==> src/rtl/pipe_hazard_ctrl_if.sv <==
`default_nettype none
// ============================================================================
// Module   : pipe_hazard_ctrl_if
// Purpose  : Hazard inputs and stall/flush controls of pipe_hazard_ctrl.
// Revision : 1.0 - initial release
// ============================================================================
interface pipe_hazard_ctrl_if #(
    parameter int CNT_W = 32
);
    logic [4:0]       id_rs_i;
    logic [4:0]       id_rt_i;
    logic             id_use_rs_i;
    logic             id_use_rt_i;
    logic [4:0]       ex_rd_i;
    logic             ex_mem_read_i;
    logic             ex_branch_taken_i;
    logic             ex_mc_start_i;
    logic             halt_req_i;
    logic             resume_i;

    logic             pc_en_o;
    logic             ifid_en_o;
    logic             idex_en_o;
    logic             exmem_en_o;
    logic             ifid_clr_o;
    logic             idex_clr_o;
    logic [1:0]       state_o;
    logic             halted_o;
    logic [CNT_W-1:0] stall_cnt_o;
    logic [CNT_W-1:0] flush_cnt_o;

    modport master (
        output id_rs_i, id_rt_i, id_use_rs_i, id_use_rt_i, ex_rd_i,
               ex_mem_read_i, ex_branch_taken_i, ex_mc_start_i,
               halt_req_i, resume_i,
        input  pc_en_o, ifid_en_o, idex_en_o, exmem_en_o,
               ifid_clr_o, idex_clr_o, state_o, halted_o,
               stall_cnt_o, flush_cnt_o
    );

    modport slave (
        input  id_rs_i, id_rt_i, id_use_rs_i, id_use_rt_i, ex_rd_i,
               ex_mem_read_i, ex_branch_taken_i, ex_mc_start_i,
               halt_req_i, resume_i,
        output pc_en_o, ifid_en_o, idex_en_o, exmem_en_o,
               ifid_clr_o, idex_clr_o, state_o, halted_o,
               stall_cnt_o, flush_cnt_o
    );
endinterface
`default_nettype wire

==> src/rtl/pipe_hazard_ctrl.sv <==
`default_nettype none
// ============================================================================
// Module   : pipe_hazard_ctrl
// Purpose  : Stall/flush sequencer for the five-stage pipeline with stats.
// Revision : 1.0 - initial release
// ============================================================================
module pipe_hazard_ctrl #(
    parameter int MC_LAT = 4,
    parameter int CNT_W  = 32
) (
    input  wire logic         clk,
    input  wire logic         rst,
    pipe_hazard_ctrl_if.slave hz_io
);

    localparam logic [1:0] c_RUN     = 2'd0;
    localparam logic [1:0] c_MC      = 2'd1;
    localparam logic [1:0] c_DONE    = 2'd2;
    localparam logic [1:0] c_HALT    = 2'd3;
    localparam logic [7:0] c_MC_LOAD = 8'(MC_LAT - 1);

    logic [1:0]       state_q, state_d;
    logic [7:0]       mc_cnt_q, mc_cnt_d;
    logic [CNT_W-1:0] stall_cnt_q, flush_cnt_q;

    logic w_load_use;
    logic w_pc_en, w_ifid_en, w_idex_en, w_exmem_en;
    logic w_ifid_clr, w_idex_clr, w_flush, w_halted;

    assign w_load_use = hz_io.ex_mem_read_i && (hz_io.ex_rd_i != 5'd0) &&
                        ((hz_io.id_use_rs_i && (hz_io.id_rs_i == hz_io.ex_rd_i)) ||
                         (hz_io.id_use_rt_i && (hz_io.id_rt_i == hz_io.ex_rd_i)));

    always_ff @(posedge clk or posedge rst) begin
        if (rst) begin
            state_q  <= c_RUN;
            mc_cnt_q <= 8'd0;
        end else begin
            state_q  <= state_d;
            mc_cnt_q <= mc_cnt_d;
        end
    end

    // DONE shares the RUN decode but never restarts the op still sitting in EX.
    always_comb begin
        state_d  = state_q;
        mc_cnt_d = mc_cnt_q;
        case (state_q)
            c_RUN, c_DONE: begin
                if (hz_io.halt_req_i) begin
                    state_d = c_HALT;
                end else if (hz_io.ex_branch_taken_i) begin
                    state_d = c_RUN;
                end else if ((state_q == c_RUN) && hz_io.ex_mc_start_i) begin
                    state_d  = c_MC;
                    mc_cnt_d = c_MC_LOAD;
                end else begin
                    state_d = c_RUN;
                end
            end
            c_MC: begin
                mc_cnt_d = mc_cnt_q - 8'd1;
                if (mc_cnt_q <= 8'd1) begin
                    state_d = c_DONE;
                end
            end
            c_HALT: begin
                if (hz_io.resume_i) begin
                    state_d = c_RUN;
                end
            end
        endcase
    end

    always_comb begin
        w_pc_en    = 1'b1;
        w_ifid_en  = 1'b1;
        w_idex_en  = 1'b1;
        w_exmem_en = 1'b1;
        w_ifid_clr = 1'b0;
        w_idex_clr = 1'b0;
        w_flush    = 1'b0;
        w_halted   = 1'b0;
        case (state_q)
            c_RUN, c_DONE: begin
                if (hz_io.halt_req_i) begin
                    w_pc_en    = 1'b0;
                    w_ifid_en  = 1'b0;
                    w_idex_en  = 1'b0;
                    w_exmem_en = 1'b0;
                end else if (hz_io.ex_branch_taken_i) begin
                    w_ifid_clr = 1'b1;
                    w_idex_clr = 1'b1;
                    w_flush    = 1'b1;
                end else if ((state_q == c_RUN) && hz_io.ex_mc_start_i) begin
                    w_pc_en    = 1'b0;
                    w_ifid_en  = 1'b0;
                    w_idex_en  = 1'b0;
                    w_exmem_en = 1'b0;
                end else if (w_load_use) begin
                    w_pc_en    = 1'b0;
                    w_ifid_en  = 1'b0;
                    w_idex_clr = 1'b1;
                end
            end
            c_MC: begin
                w_pc_en    = 1'b0;
                w_ifid_en  = 1'b0;
                w_idex_en  = 1'b0;
                w_exmem_en = 1'b0;
            end
            c_HALT: begin
                w_pc_en    = 1'b0;
                w_ifid_en  = 1'b0;
                w_idex_en  = 1'b0;
                w_exmem_en = 1'b0;
                w_halted   = 1'b1;
            end
        endcase
    end

    always_ff @(posedge clk or posedge rst) begin
        if (rst) begin
            stall_cnt_q <= '0;
            flush_cnt_q <= '0;
        end else begin
            if (!w_pc_en && (stall_cnt_q != {CNT_W{1'b1}})) begin
                stall_cnt_q <= stall_cnt_q + 1'b1;
            end
            if (w_flush && (flush_cnt_q != {CNT_W{1'b1}})) begin
                flush_cnt_q <= flush_cnt_q + 1'b1;
            end
        end
    end

    assign hz_io.pc_en_o     = w_pc_en;
    assign hz_io.ifid_en_o   = w_ifid_en;
    assign hz_io.idex_en_o   = w_idex_en;
    assign hz_io.exmem_en_o  = w_exmem_en;
    assign hz_io.ifid_clr_o  = w_ifid_clr;
    assign hz_io.idex_clr_o  = w_idex_clr;
    assign hz_io.state_o     = state_q;
    assign hz_io.halted_o    = w_halted;
    assign hz_io.stall_cnt_o = stall_cnt_q;
    assign hz_io.flush_cnt_o = flush_cnt_q;

endmodule
`default_nettype wire

==> src/flat_wrapper.sv <==
// flat-port wrapper written by rule: the top's interface ports become plain ports
module pipe_hazard_ctrl_flat 
#(
    parameter int MC_LAT = 4,
    parameter int CNT_W  = 32
)
  (clk, rst, hz_io_id_rs_i, hz_io_id_rt_i, hz_io_id_use_rs_i, hz_io_id_use_rt_i, hz_io_ex_rd_i, hz_io_ex_mem_read_i, hz_io_ex_branch_taken_i, hz_io_ex_mc_start_i, hz_io_halt_req_i, hz_io_resume_i, hz_io_pc_en_o, hz_io_ifid_en_o, hz_io_idex_en_o, hz_io_exmem_en_o, hz_io_ifid_clr_o, hz_io_idex_clr_o, hz_io_state_o, hz_io_halted_o, hz_io_stall_cnt_o, hz_io_flush_cnt_o);
  pipe_hazard_ctrl_if #(.CNT_W(CNT_W)) hz_io_i ();
  input  wire logic clk;
  input  wire logic rst;
  input wire logic [$bits(hz_io_i.id_rs_i)-1:0] hz_io_id_rs_i;
  input wire logic [$bits(hz_io_i.id_rt_i)-1:0] hz_io_id_rt_i;
  input wire logic [$bits(hz_io_i.id_use_rs_i)-1:0] hz_io_id_use_rs_i;
  input wire logic [$bits(hz_io_i.id_use_rt_i)-1:0] hz_io_id_use_rt_i;
  input wire logic [$bits(hz_io_i.ex_rd_i)-1:0] hz_io_ex_rd_i;
  input wire logic [$bits(hz_io_i.ex_mem_read_i)-1:0] hz_io_ex_mem_read_i;
  input wire logic [$bits(hz_io_i.ex_branch_taken_i)-1:0] hz_io_ex_branch_taken_i;
  input wire logic [$bits(hz_io_i.ex_mc_start_i)-1:0] hz_io_ex_mc_start_i;
  input wire logic [$bits(hz_io_i.halt_req_i)-1:0] hz_io_halt_req_i;
  input wire logic [$bits(hz_io_i.resume_i)-1:0] hz_io_resume_i;
  output wire logic [$bits(hz_io_i.pc_en_o)-1:0] hz_io_pc_en_o;
  output wire logic [$bits(hz_io_i.ifid_en_o)-1:0] hz_io_ifid_en_o;
  output wire logic [$bits(hz_io_i.idex_en_o)-1:0] hz_io_idex_en_o;
  output wire logic [$bits(hz_io_i.exmem_en_o)-1:0] hz_io_exmem_en_o;
  output wire logic [$bits(hz_io_i.ifid_clr_o)-1:0] hz_io_ifid_clr_o;
  output wire logic [$bits(hz_io_i.idex_clr_o)-1:0] hz_io_idex_clr_o;
  output wire logic [$bits(hz_io_i.state_o)-1:0] hz_io_state_o;
  output wire logic [$bits(hz_io_i.halted_o)-1:0] hz_io_halted_o;
  output wire logic [$bits(hz_io_i.stall_cnt_o)-1:0] hz_io_stall_cnt_o;
  output wire logic [$bits(hz_io_i.flush_cnt_o)-1:0] hz_io_flush_cnt_o;
  assign hz_io_i.id_rs_i = hz_io_id_rs_i;
  assign hz_io_i.id_rt_i = hz_io_id_rt_i;
  assign hz_io_i.id_use_rs_i = hz_io_id_use_rs_i;
  assign hz_io_i.id_use_rt_i = hz_io_id_use_rt_i;
  assign hz_io_i.ex_rd_i = hz_io_ex_rd_i;
  assign hz_io_i.ex_mem_read_i = hz_io_ex_mem_read_i;
  assign hz_io_i.ex_branch_taken_i = hz_io_ex_branch_taken_i;
  assign hz_io_i.ex_mc_start_i = hz_io_ex_mc_start_i;
  assign hz_io_i.halt_req_i = hz_io_halt_req_i;
  assign hz_io_i.resume_i = hz_io_resume_i;
  assign hz_io_pc_en_o = hz_io_i.pc_en_o;
  assign hz_io_ifid_en_o = hz_io_i.ifid_en_o;
  assign hz_io_idex_en_o = hz_io_i.idex_en_o;
  assign hz_io_exmem_en_o = hz_io_i.exmem_en_o;
  assign hz_io_ifid_clr_o = hz_io_i.ifid_clr_o;
  assign hz_io_idex_clr_o = hz_io_i.idex_clr_o;
  assign hz_io_state_o = hz_io_i.state_o;
  assign hz_io_halted_o = hz_io_i.halted_o;
  assign hz_io_stall_cnt_o = hz_io_i.stall_cnt_o;
  assign hz_io_flush_cnt_o = hz_io_i.flush_cnt_o;
  pipe_hazard_ctrl #(.MC_LAT(MC_LAT), .CNT_W(CNT_W)) u_core (.clk(clk), .rst(rst), .hz_io(hz_io_i));
endmodule
==> config.mk <==
export PLATFORM = sky130hd
export DESIGN_NAME = pipe_hazard_ctrl_flat
export DESIGN_NICKNAME = d
export VERILOG_FILES = /design/src/rtl/pipe_hazard_ctrl_if.sv /design/src/rtl/pipe_hazard_ctrl.sv /design/src/flat_wrapper.sv
export SDC_FILE = /design/constraint.sdc
export NUM_CORES = 1
export LEC_CHECK = 0
export BUFFER_PORTS_ARGS = -buffer_cell sky130_fd_sc_hd__buf_2
export CORE_MARGIN = 2
export CORE_UTILIZATION = 35
export CTS_BUF_LIST = sky130_fd_sc_hd__clkbuf_8
export DETAILED_ROUTE_END_ITERATION = 10
export GPL_TIMING_DRIVEN = 0
export SYNTH_ARGS = -nofsm -noshare
export SYNTH_HDL_FRONTEND = slang
export SYNTH_SLANG_ARGS = --single-unit
export TNS_END_PERCENT = 1
==> constraint.sdc <==
create_clock -name clk -period 2.6 [get_ports clk]
set_clock_uncertainty 0.05 [all_clocks]
set_input_delay 0.26 -clock clk [delete_from_list [all_inputs] [get_ports clk]]
set_output_delay 0.26 -clock clk [all_outputs]
set_load 0.01 [all_outputs]
==> metrics.md, run 1 <==
| Metric | Value |
|---|---|
| Sw frac | 0.315 |
| Initial Util | 0.361 |
| Net count, final | 484 |
| Num CTS Buffers | 9 |
| H-tree levels | 3 |
| Register bit count reported by yosys | 74 |
| Initial drt markers | 80 |
| Psw | 1.00 mW |
| Cells after Synth | 347 |
| Critical Path AT | 2.06 ns |
| Post-synth top cells | 74 x dfrtp_1, 55 x xnor2_1, 29 x nand2_1 |
| Layout cells sized above 1 | 0.312 |
| GRT Total Usage | 0.146 |
| Slew Limit Fails | 0 |
| Tightest Pin Transition | 0.639 ns |
| Placed cell count | 580 |
| Rel. slew slack | 0.570 |
| Largest net degree at the start of global routing | 39 |
| Max Cap Viol | 0 |
| First-pass GRT wire length | 13,500 um |
| CTS Buffer Depth | 2 |
| Clock Tree Root | clkbuf_8 |
| IO buf count | 96 |
| Internal | 2.18 mW |
| Number of filler cells placed in the layout | 1,058 |
| Register area | 1850 um2 |
| Gp weighted congestion | 0.780 |
| Die W | 107 um |
| Area growth syn-to-layout | 24.0% |
| Peak VDD IR | 0.000308 V |
| Clk pwr share | 0.312 |
| Setup TNS | 0 ns |
| Final Setup Violations | 0 |
| Status | finished, final reports clean |
| Post-synth ARST share | 1.00 |
| Final instance count without filler cells | 597 |
| Post-synth EDFFs | 0 |
| Core footprint | 10,400 um2 |
| Combinational share of power | 0.215 |
| Synth Flop Type | dfrtp_1 |
| Critical Path Sink Type | output port |
| Most common cell in the netlist | dfrtp_1 |
| Dpl hpwl | 5870 um |
| Max incr delay on CP | 0.51 ns |
| Post-route DRC | 0 |
| Number of placement rows | 37 |
| Area of the multi-input gates | 1780 um2 |
| Count of final hold-check violations | 0 |
| Worst Setup Start Kind | flop |
| Hold_sp | hz_io_resume_i |
| Initial antenna violation count | 0 |
| Number of global-route vias before repair | 2,805 |
| FF-to-FF Start | u_core.hz_io.flush_cnt_o[0]$_DFFE_PP0P_ |
| Hold Path End | u_core.hz_io.state_o[1]$_DFFE_PP0P_ |
| Critical path peak fanout | 9 |
| Largest cells by area after synthesis | dfrtp_1 49%, xnor2_1 13%, xor2_1 4.7%, nand4_1 4.3%, nand2_1 2.9% |
| Critical path class | flop to output port |
| Fmax | 0.422 GHz |
| Flop pwr share | 0.473 |
| Die height | 107 um |
| R2R cell count | 9 |
| Post-synth top area share | 0.494 |
| P_leak | 2.36 nW |
| Total gr overflow | 0 |
| Tcrit/Tclk final | 0.912 |
| Vias post-DR | 2,884 |
| Initial DRT Pass Iterations | 4 |
| R2r setup slk | 0.32 ns |
| Seq/Total Area, Yosys | 0.494 |
| CTS tree | yes |
| Num Clock Sinks | 74 |
| Top Ports | 97 |
| Worst min path class | input port to flop |
| Worst EP required | 2.29 ns |
| Yosys warnings | 0 |
| DR vias/cell | 4.83 |
| Die Area | 11,600 um2 |
| Min-Delay Path Depth | 3 |
| PD cells | 684 nW/um2 |
| Slowest cell on the critical path | dfrtp_1 |
| Synth cell types | 50 |
| Reg2Reg Capture Point | u_core.hz_io.flush_cnt_o[27]$_DFFE_PP0P_ |
| Largest area contributor in the netlist | dfrtp_1 |
| Ant diodes | 0 |
| Final Critical Period | 2.37 ns |
| Worst-path clk slew | 0.08 ns |
| Synth Net Count | 375 |
| Total wire length | 7890 um |
| Routed Antenna Nets | 0 |
| Syn avg cell area | 10.8 um2 |
| Syn Std Cell Area | 3750 um2 |
| Crit-path cells | nor2_1 > nor3_1 > a21boi_4 > buf_4 > buf_2 |
| Post-cts sizing count | 0 |
| RSZ-0062 raised after global routing | no |
| Worst-Skew Late Latency | 0.35 ns |
| Mean routed wirelength per cell | 13.2 um |
## cell families after synthesis
group                      after synthesis  synth area share
muxes                                    2           0.00568
buffers and inverters                   20            0.0320
adders and majority gates                4            0.0134
xor gates and xnor gates                75             0.175
DFF                                     74             0.494
and+or+nand+nor                        156             0.245
AOI/OAI and AO/OA                       16            0.0341
## layer usage
| metal | GRT usage | wire length [um] |
|---|---|---|
| met1 | 0.193 | 3630 |
| met2 | 0.231 | 3730 |
| met3 | 0.0357 | 433 |
| met4 | 0.0586 | 93 |
| met5 | 0 | 0 |
## sequential cells by signal (all words and copies together), names as in the netlist
signal	flops
u_core.mc_cnt_q	8
u_core.hz_io.state_o	2
u_core.hz_io.flush_cnt_o	32
u_core.hz_io.stall_cnt_o	32
## worst max path at each step
stage / start / end / slack [ns] / depth (start not counted)
after global placement: rst / u_core.hz_io.stall_cnt_o[28]$_DFFE_PP0P_ / -0.58 / 2
after global routing: u_core.hz_io.state_o[1]$_DFFE_PP0P_ / hz_io_pc_en_o / 0.02 / 5
after floorplan: rst / u_core.hz_io.flush_cnt_o[0]$_DFFE_PP0P_ / 0.41 / 1
after detailed placement: u_core.hz_io.flush_cnt_o[0]$_DFFE_PP0P_ / u_core.hz_io.flush_cnt_o[27]$_DFFE_PP0P_ / 0.30 / 9
after CTS: u_core.hz_io.state_o[1]$_DFFE_PP0P_ / hz_io_pc_en_o / 0.15 / 5
final: u_core.hz_io.state_o[1]$_DFFE_PP0P_ / hz_io_pc_en_o / 0.23 / 5
## critical path, delay by kind of cell, from the launching register on
family	cells	cell delay (ns)
simple gates	2	0.60
flops	1	0.51
compound gates	1	0.36
buf+inv	2	0.25
## per-stage QoR
step	util	setup WS (ns)	hold slack (ns)	cell area [um2]	total power [mW]
after floorplan	-	0.408	0.392	3750	1.96
after global placement	0.424	-0.580	0.420	4400	2.19
after detailed placement	0.426	0.296	0.284	4420	2.22
after CTS	0.448	0.149	0.154	4650	3.23
after global routing	0.448	0.0212	0.187	4650	3.39
final	0.448	0.228	0.167	4650	3.18
## power by group through the flow
stage	Clock, mW	Combinational (mW)	Sequential [mW]
floorplan	0	0.422	1.54
global placement	0	0.678	1.52
detailed placement	0	0.694	1.53
CTS	1.03	0.697	1.50
global route	1.08	0.776	1.54
finish	0.992	0.683	1.50
## cell type report
cell class	instances	area share
well taps	136	0.0366
inverters	9	0.00781
repair buffers	98	0.110
plain buffers	11	0.0186
multi-input cells	253	0.382
clock buffers	9	0.0266
flip-flops and latches	74	0.398
clock inverters	7	0.0202
## cells in the final DEF, fill, tap and decap left out, types with 3 or more instances in the layout
cell type,Yosys,final
o21ai_0,3,3
and4_1,6,6
nor2_2,4,4
nor3_2,3,3
or3_1,3,3
nand2b_1,3,3
buf_2,3,99
dfrtp_1,74,74
nor3_1,8,8
ha_1,4,4
and2_1,6,6
buf_4,4,4
nor2_1,22,22
and3_1,8,8
nand3_1,19,19
inv_1,9,9
nand2_1,29,29
xnor2_1,55,55
clkbuf_8,0,9
nand4_1,26,26
xor2_1,20,20
## timing repair
item / in CTS / in global routing
buffers inserted: 0 / 0
hold buffers: 1 / 0
endpoints found under the hold margin: 37 / 0
Note: power is estimated with default switching activity, not from simulation.
==> run 2, diff against run 1 <==
--- a/config.mk
+++ b/config.mk
@@ -5,6 +5,7 @@
 export SDC_FILE = /design/constraint.sdc
 export NUM_CORES = 1
 export LEC_CHECK = 0
+export ABC_AREA = 1
 export BUFFER_PORTS_ARGS = -buffer_cell sky130_fd_sc_hd__buf_2
 export CORE_MARGIN = 2
 export CORE_UTILIZATION = 35
==> constraint.sdc (replaced) <==
create_clock -name clk -period 3 [get_ports clk]
set_clock_uncertainty 0.05 [all_clocks]
set_input_delay 0.3 -clock clk [delete_from_list [all_inputs] [get_ports clk]]
set_output_delay 0.3 -clock clk [all_outputs]
set_load 0.01 [all_outputs]
==> run 2 against run 1 <==
Critical path type unchanged. Sequential share of layout area fell by 9.6 points. Critical path depth rose by 7. Critical endpoint unchanged. Hold slack got worse by 0.073 ns. Total power fell by 0.20%. Sequential power fell by 9%. Largest power group unchanged. Cell count rose by 76%. Global-route usage rose by 3.3 points. Synthesized cell count rose by 120%. Clock power fell by 23%. Die area rose by 37%. Worst setup slack improved by 0.29 ns.
==> metrics.md, run 2 <==
| Metric | Value |
|---|---|
| Worst-path clk slew | 0.07 ns |
| Routed Antenna Nets | 0 |
| Final Critical Period | 2.49 ns |
| R2R cell count | 11 |
| Setup slack at placement | 0.718 ns |
| Max incr delay on CP | 0.42 ns |
| CTS tree | yes |
| Status | finished, final reports clean |
| Critical path peak fanout | 10 |
| R2r setup slk | 0.86 ns |
| Largest family of logic cells by synthesized area | simple AND/OR/NAND/NOR gates |
| Top Ports | 97 |
| Syn avg cell area | 6.90 um2 |
| Critical path class | flop to output port |
| First-pass GRT wire length | 22,800 um |
| Final Setup Violations | 0 |
| Die W | 126 um |
| DR vias/cell | 4.76 |
| Family with the most delay on the worst path | buffers and inverters |
| Xor/xnor share of the synthesized area | 0.0693 |
| Internal | 1.96 mW |
| Initial Util | 0.358 |
| Sw frac | 0.381 |
| Flop pwr share | 0.433 |
| Clk pwr share | 0.242 |
| Largest cells by area after synthesis | dfrtp_1 36%, nand2_1 23%, nor2_1 5.4%, inv_1 5.1%, xor2_1 5.1% |
| Max Cap Viol | 0 |
| Area growth syn-to-layout | 18.1% |
| Post-synth EDFFs | 0 |
| Net count, final | 888 |
| Post-synth top area share | 0.358 |
| Worst Setup Start Kind | flop |
| Post-synth top cells | 312 x nand2_1, 74 x dfrtp_1, 74 x nor2_1 |
| Gp weighted congestion | 0.902 |
| IO buf count | 96 |
| Critical Path Sink Type | output port |
| Simple-Gate Fraction of Synth Area | 0.446 |
| Core footprint | 14,500 um2 |
| Dpl hpwl | 10,700 um |
| Layout Utilization | 0.422 |
| Die height | 126 um |
| Hold Path End | u_core.hz_io.state_o[1]$_DFFE_PP0P_ |
| Setup TNS | 0 ns |
| Psw | 1.21 mW |
| Worst-Skew Late Latency | 0.37 ns |
| Crit-path most repeated cell | inv_1 |
| Setup ws final | 0.514 ns |
| Reg2Reg Capture Point | u_core.hz_io.flush_cnt_o[26]$_DFFE_PP0P_ |
| RSZ-0062 raised after global routing | no |
| Die Area | 15,800 um2 |
| Number of global-route vias before repair | 4,604 |
| Number of placement rows | 44 |
| Cells after Synth | 751 |
| Post-route DRC | 0 |
| Fmax | 0.402 GHz |
| Post-cts sizing count | 0 |
| Slew Limit Fails | 0 |
| P_leak | 3.22 nW |
| Mean routed wirelength per cell | 13.1 um |
| Worst EP required | 2.65 ns |
| Placed Area | 5920 um2 |
| Crit path from | u_core.hz_io.state_o[1]$_DFFE_PP0P_ |
| Hold_sp | hz_io_resume_i |
| Total gr overflow | 0 |
| Setup Fix Bufs, Post-CTS | 0 |
| Commonest non-fill, non-tap cells in the layout | 312 x nand2_1, 100 x buf_2, 74 x nor2_1, 74 x dfrtp_1, 72 x inv_1 |
| Final Cell Area | 6110 um2 |
| Final instance count without filler cells | 1,048 |
| Most common cell in the netlist | nand2_1 |
| Vias post-DR | 4,984 |
| Critical Path AT | 2.14 ns |
| FF-to-FF Start | u_core.hz_io.flush_cnt_o[0]$_DFFE_PP0P_ |
| Crit-path cells | inv_1 > nand2_1 > nor2_1 > inv_1 > nand2_1 > inv_1 > nand2_1 > buf_6 > buf_4 > inv_1 > buf_4 > buf_2 |
| Seq/Total Area, Yosys | 0.358 |
| Min-Delay Path Depth | 2 |
| Total wire length | 13,700 um |
| Synth cell types | 36 |
| Slowest cell on the critical path | dfrtp_1 |
| Compound-Gate Fraction of Synth Area | 0.0309 |
| Synth Net Count | 779 |
| Num CTS Buffers | 9 |
| Placed cell count | 1,032 |
| Fin Hold WS | 0.0941 ns |
| PD cells | 519 nW/um2 |
| Syn Std Cell Area | 5180 um2 |
| Num Clock Sinks | 74 |
| Initial antenna violation count | 0 |
| Initial drt markers | 378 |
| Count of final hold-check violations | 0 |
| Register bit count reported by yosys | 74 |
| Layout cells sized above 1 | 0.196 |
| Mux share of post-synthesis cell area | 0.00193 |
| Post-synthesis adder-cell area fraction | 0.00966 |
| H-tree levels | 3 |
| Clock Tree Root | clkbuf_8 |
| Largest area contributor in the netlist | dfrtp_1 |
| CTS Buffer Depth | 2 |
| Peak VDD IR | 0.000377 V |
| GRT Total Usage | 0.179 |
| Yosys warnings | 0 |
| Most common cell after layout, fill and taps aside | nand2_1 |
| Tightest Pin Transition | 0.547 ns |
| Ant diodes | 0 |
| Largest net degree at the start of global routing | 58 |
| Overall power | 3.17 mW |
| Post-synth ARST share | 1.00 |
| Tcrit/Tclk final | 0.829 |
| Synth Flop Type | dfrtp_1 |
| Worst min path class | input port to flop |
| Buf+Inv Stages, Crit Path | 8 |
| Rel. slew slack | 0.633 |
| Initial DRT Pass Iterations | 4 |
| Combinational share of power | 0.325 |
## run 2: cell types whose count changed after synthesis, sizes merged, moves of 9 or more
cell | before | now
nand2 | 29 | 316
nor3 | 11 | 36
nand4 | 28 | 12
xnor2 | 55 | 11
nand3 | 21 | 52
o21ai | 4 | 19
nand3b | 0 | 9
nor2 | 26 | 82
xor2 | 20 | 30
inv | 9 | 73
## run 2: logic make-up after synthesis
logic type,count (synthesis)
flops,74
fa+ha+maj,4
xor+xnor,41
compound gates,31
mux,1
buf+inv,90
simple gates,510
## run 2: per-layer routing
| layer | track usage | wire length (um) | part of all wire | vias to the layer above |
|---|---|---|---|---|
| li1 | - | - | - | 2577 |
| met1 | 0.251 | 6770 | 0.49 | 2255 |
| met2 | 0.276 | 6060 | 0.44 | 134 |
| met3 | 0.0387 | 672 | 0.049 | 18 |
| met4 | 0.0562 | 215 | 0.016 | 0 |
| met5 | 0 | 0 | 0 | - |
## run 2: how the worst max path moves through the flow
stage                                                           to  slack (ns)  cells after the start
after detailed placement                             hz_io_pc_en_o        0.72                     14
after global placement    u_core.hz_io.stall_cnt_o[28]$_DFFE_PP0P_       -0.33                      2
after floorplan            u_core.hz_io.flush_cnt_o[0]$_DFFE_PP0P_        0.77                      1
after global routing                                 hz_io_pc_en_o        0.29                     12
final                                                hz_io_pc_en_o        0.51                     12
after CTS                                            hz_io_pc_en_o        0.48                     12
## run 2: cell type report
class / instances / area [um2]
clock inverters: 5 / 47.5
multi-input cells: 587 / 2890
fillers: 1564 / 8360
repair buffers: 98 / 518
well taps: 184 / 230
inverters: 73 / 277
clock buffers: 10 / 138
plain buffers: 17 / 165
flip-flops and latches: 74 / 1850
## run 2: what timing repair did
action,4_1_cts,5_1_grt
hold buffers,1,0
endpoints found under the hold margin,17,0
setup endpoints to repair,0,0
## run 2: power by group through the flow
stage               logic [mW]  registers, mW  clock network (mW)
finish                    1.03           1.37               0.768
global route              1.17           1.40               0.848
CTS                       1.05           1.37               0.807
detailed placement        1.05           1.39                   0
global placement          1.02           1.39                   0
floorplan                0.680           1.40                   0
==> run 3, diff against run 2 <==
==> constraint.sdc (replaced) <==
create_clock -name clk -period 2.43 [get_ports clk]
set_clock_uncertainty 0.05 [all_clocks]
set_input_delay 0.243 -clock clk [delete_from_list [all_inputs] [get_ports clk]]
set_output_delay 0.243 -clock clk [all_outputs]
set_load 0.01 [all_outputs]
==> run 3 against run 2 <==
First-iteration DRC count shrank 10%. Core utilization is essentially flat. Wire length shrank 0.59%. Non-clock buffer count shrank 1. Cell count is essentially flat. Combinational power grew 23%. Sequential power grew 24%. Worst setup slack lost 0.27 ns. Clock power grew 23%. Largest cell class unchanged.
==> metrics.md, run 3 (synthesis gave the netlist of run 2 again) <==
| Metric | Value |
|---|---|
| Tightest Pin Transition | 0.564 ns |
| Die W | 126 um |
| Top Ports | 97 |
| Area growth syn-to-layout | 18.0% |
| Final Critical Period | 2.18 ns |
| Number of placement rows | 44 |
| P_leak | 3.21 nW |
| Clock Tree Root | clkbuf_8 |
| Count of final hold-check violations | 0 |
| Net count, final | 887 |
| Total wire length | 13,600 um |
| Final Setup Violations | 0 |
| Initial DRT Pass Iterations | 4 |
| Crit-path most repeated cell | inv_1 |
| Register area | 1850 um2 |
| Gp weighted congestion | 0.902 |
| Family with the most delay on the worst path | buffers and inverters |
| Total gr overflow | 0 |
| Fmax | 0.458 GHz |
| Max Cap Viol | 0 |
| Most common cell after layout, fill and taps aside | nand2_1 |
| Area of the multi-input gates | 2890 um2 |
| Critical Path Sink Type | output port |
| Initial Util | 0.358 |
| Core footprint | 14,500 um2 |
| Post-route DRC | 0 |
| Worst min path class | input port to flop |
| Critical path class | flop to output port |
| Buf+Inv Stages, Crit Path | 7 |
| Setup TNS | 0 ns |
| RSZ-0062 raised after global routing | no |
| Tcrit/Tclk final | 0.899 |
| Max incr delay on CP | 0.42 ns |
| Num Clock Sinks | 74 |
| Commonest non-fill, non-tap cells in the layout | 311 x nand2_1, 100 x buf_2, 74 x dfrtp_1 |
| Status | finished, final reports clean |
| Number of global-route vias before repair | 4,604 |
| Worst-path clk slew | 0.07 ns |
| Num CTS Buffers | 9 |
| GRT Total Usage | 0.179 |
| Critical Path AT | 1.89 ns |
| IO buf count | 96 |
| Rel. slew slack | 0.622 |
| Layout Utilization | 0.422 |
| Die Area | 15,800 um2 |
| Die height | 126 um |
| Layout cells sized above 1 | 0.197 |
| Slew Limit Fails | 0 |
| Crit-path cells | inv_1 > nand2_1 > nor2_2 > inv_1 > nand2_1 > inv_1 > nand2_2 > buf_6 > inv_1 > buf_4 > buf_2 |
| H-tree levels | 3 |
| Worst-Skew Late Latency | 0.36 ns |
| Peak VDD IR | 0.000467 V |
| First-pass GRT wire length | 22,800 um |
| PD cells | 639 nW/um2 |
| Dpl hpwl | 10,700 um |
| Vias post-DR | 4,974 |
| Largest net degree at the start of global routing | 58 |
| Initial antenna violation count | 0 |
| Ant diodes | 0 |
| Mean routed wirelength per cell | 13.0 um |
| Initial drt markers | 339 |
| Worst EP required | 2.14 ns |
| Routed Antenna Nets | 0 |
| Critical path peak fanout | 19 |
| CTS Buffer Depth | 2 |
| CTS tree | yes |
| Slowest cell on the critical path | dfrtp_1 |
| Worst Setup Start Kind | flop |
| Number of filler cells placed in the layout | 1,562 |
| DR vias/cell | 4.75 |
## run 3: final cells by class
type,instances,share of cell area
inverters,73,0.0452
multi-input cells,587,0.473
clock inverters,5,0.00778
flip-flops and latches,74,0.303
well taps,184,0.0377
plain buffers,16,0.0258
repair buffers,98,0.0847
clock buffers,10,0.0225
## run 3: worst register-to-register path, cell delays in order (launching register included)
cell and delay, ns:
dfrtp_1 0.43, ha_1 0.23, inv_1 0.10, nor2_2 0.20, nand2_1 0.18, nor2_1 0.21
nand2_1 0.11, nand2_2 0.10, inv_2 0.07, buf_2 0.20, nand2_1 0.10, nand2_1 0.04
## run 3: worst paths after layout
kind                                                         startpoint                                       end  slack (ns)  cells past startpoint
worst max-delay path                u_core.hz_io.state_o[1]$_DFFE_PP0P_                             hz_io_pc_en_o        0.25                     11
worst min register to register           u_core.mc_cnt_q[4]$_DFFE_PP0P_            u_core.mc_cnt_q[4]$_DFFE_PP0P_        0.46                      1
worst max register to register  u_core.hz_io.flush_cnt_o[0]$_DFFE_PP0P_  u_core.hz_io.flush_cnt_o[26]$_DFFE_PP0P_        0.29                     11
max in group asynchronous                                           rst  u_core.hz_io.stall_cnt_o[26]$_DFFE_PP0P_        1.45                      4
min in group asynchronous                                           rst  u_core.hz_io.flush_cnt_o[18]$_DFFE_PP0P_        0.32                      3
worst min-delay path                                     hz_io_resume_i       u_core.hz_io.state_o[1]$_DFFE_PP0P_        0.04                      2
## run 3: stage by stage
stage / total power [mW] / instances / worst slack, ns / area [um2] / hold slack, ns
CTS: 3.98 / 1048 / 0.0329 / 6120 / 0.00947
finish: 3.91 / 1047 / 0.246 / 6110 / 0.0375
detailed placement: 3.00 / 1032 / 0.262 / 5920 / 0.156
global route: 4.21 / 1047 / 0.0505 / 6110 / 0.0212
global placement: 2.98 / 1031 / -0.841 / 5890 / 0.414
floorplan: 2.56 / 751 / 0.255 / 5180 / 0.303
## run 3: timing repair
| item | in CTS | in global routing |
|---|---|---|
| hold endpoints to repair | 17 | 0 |
| endpoints found under the setup margin | 1 | 2 |
| hold buffers | 1 | 0 |
| resized for setup | 1 | 1 |
| setup buffers | 0 | 0 |
## run 3: per-layer routing
metal / GRT usage / part of all wire / up-vias
li1: - / - / 2578
met1: 0.251 / 0.49 / 2256
met2: 0.276 / 0.44 / 122
met3: 0.0387 / 0.049 / 18
met4: 0.0562 / 0.016 / 0
met5: 0 / 0 / -
## run 3: report_power, final
group | switching, mW | internal [mW]
sequential | 0.265 | 1.43
clock | 0.460 | 0.486
combinational | 0.763 | 0.504
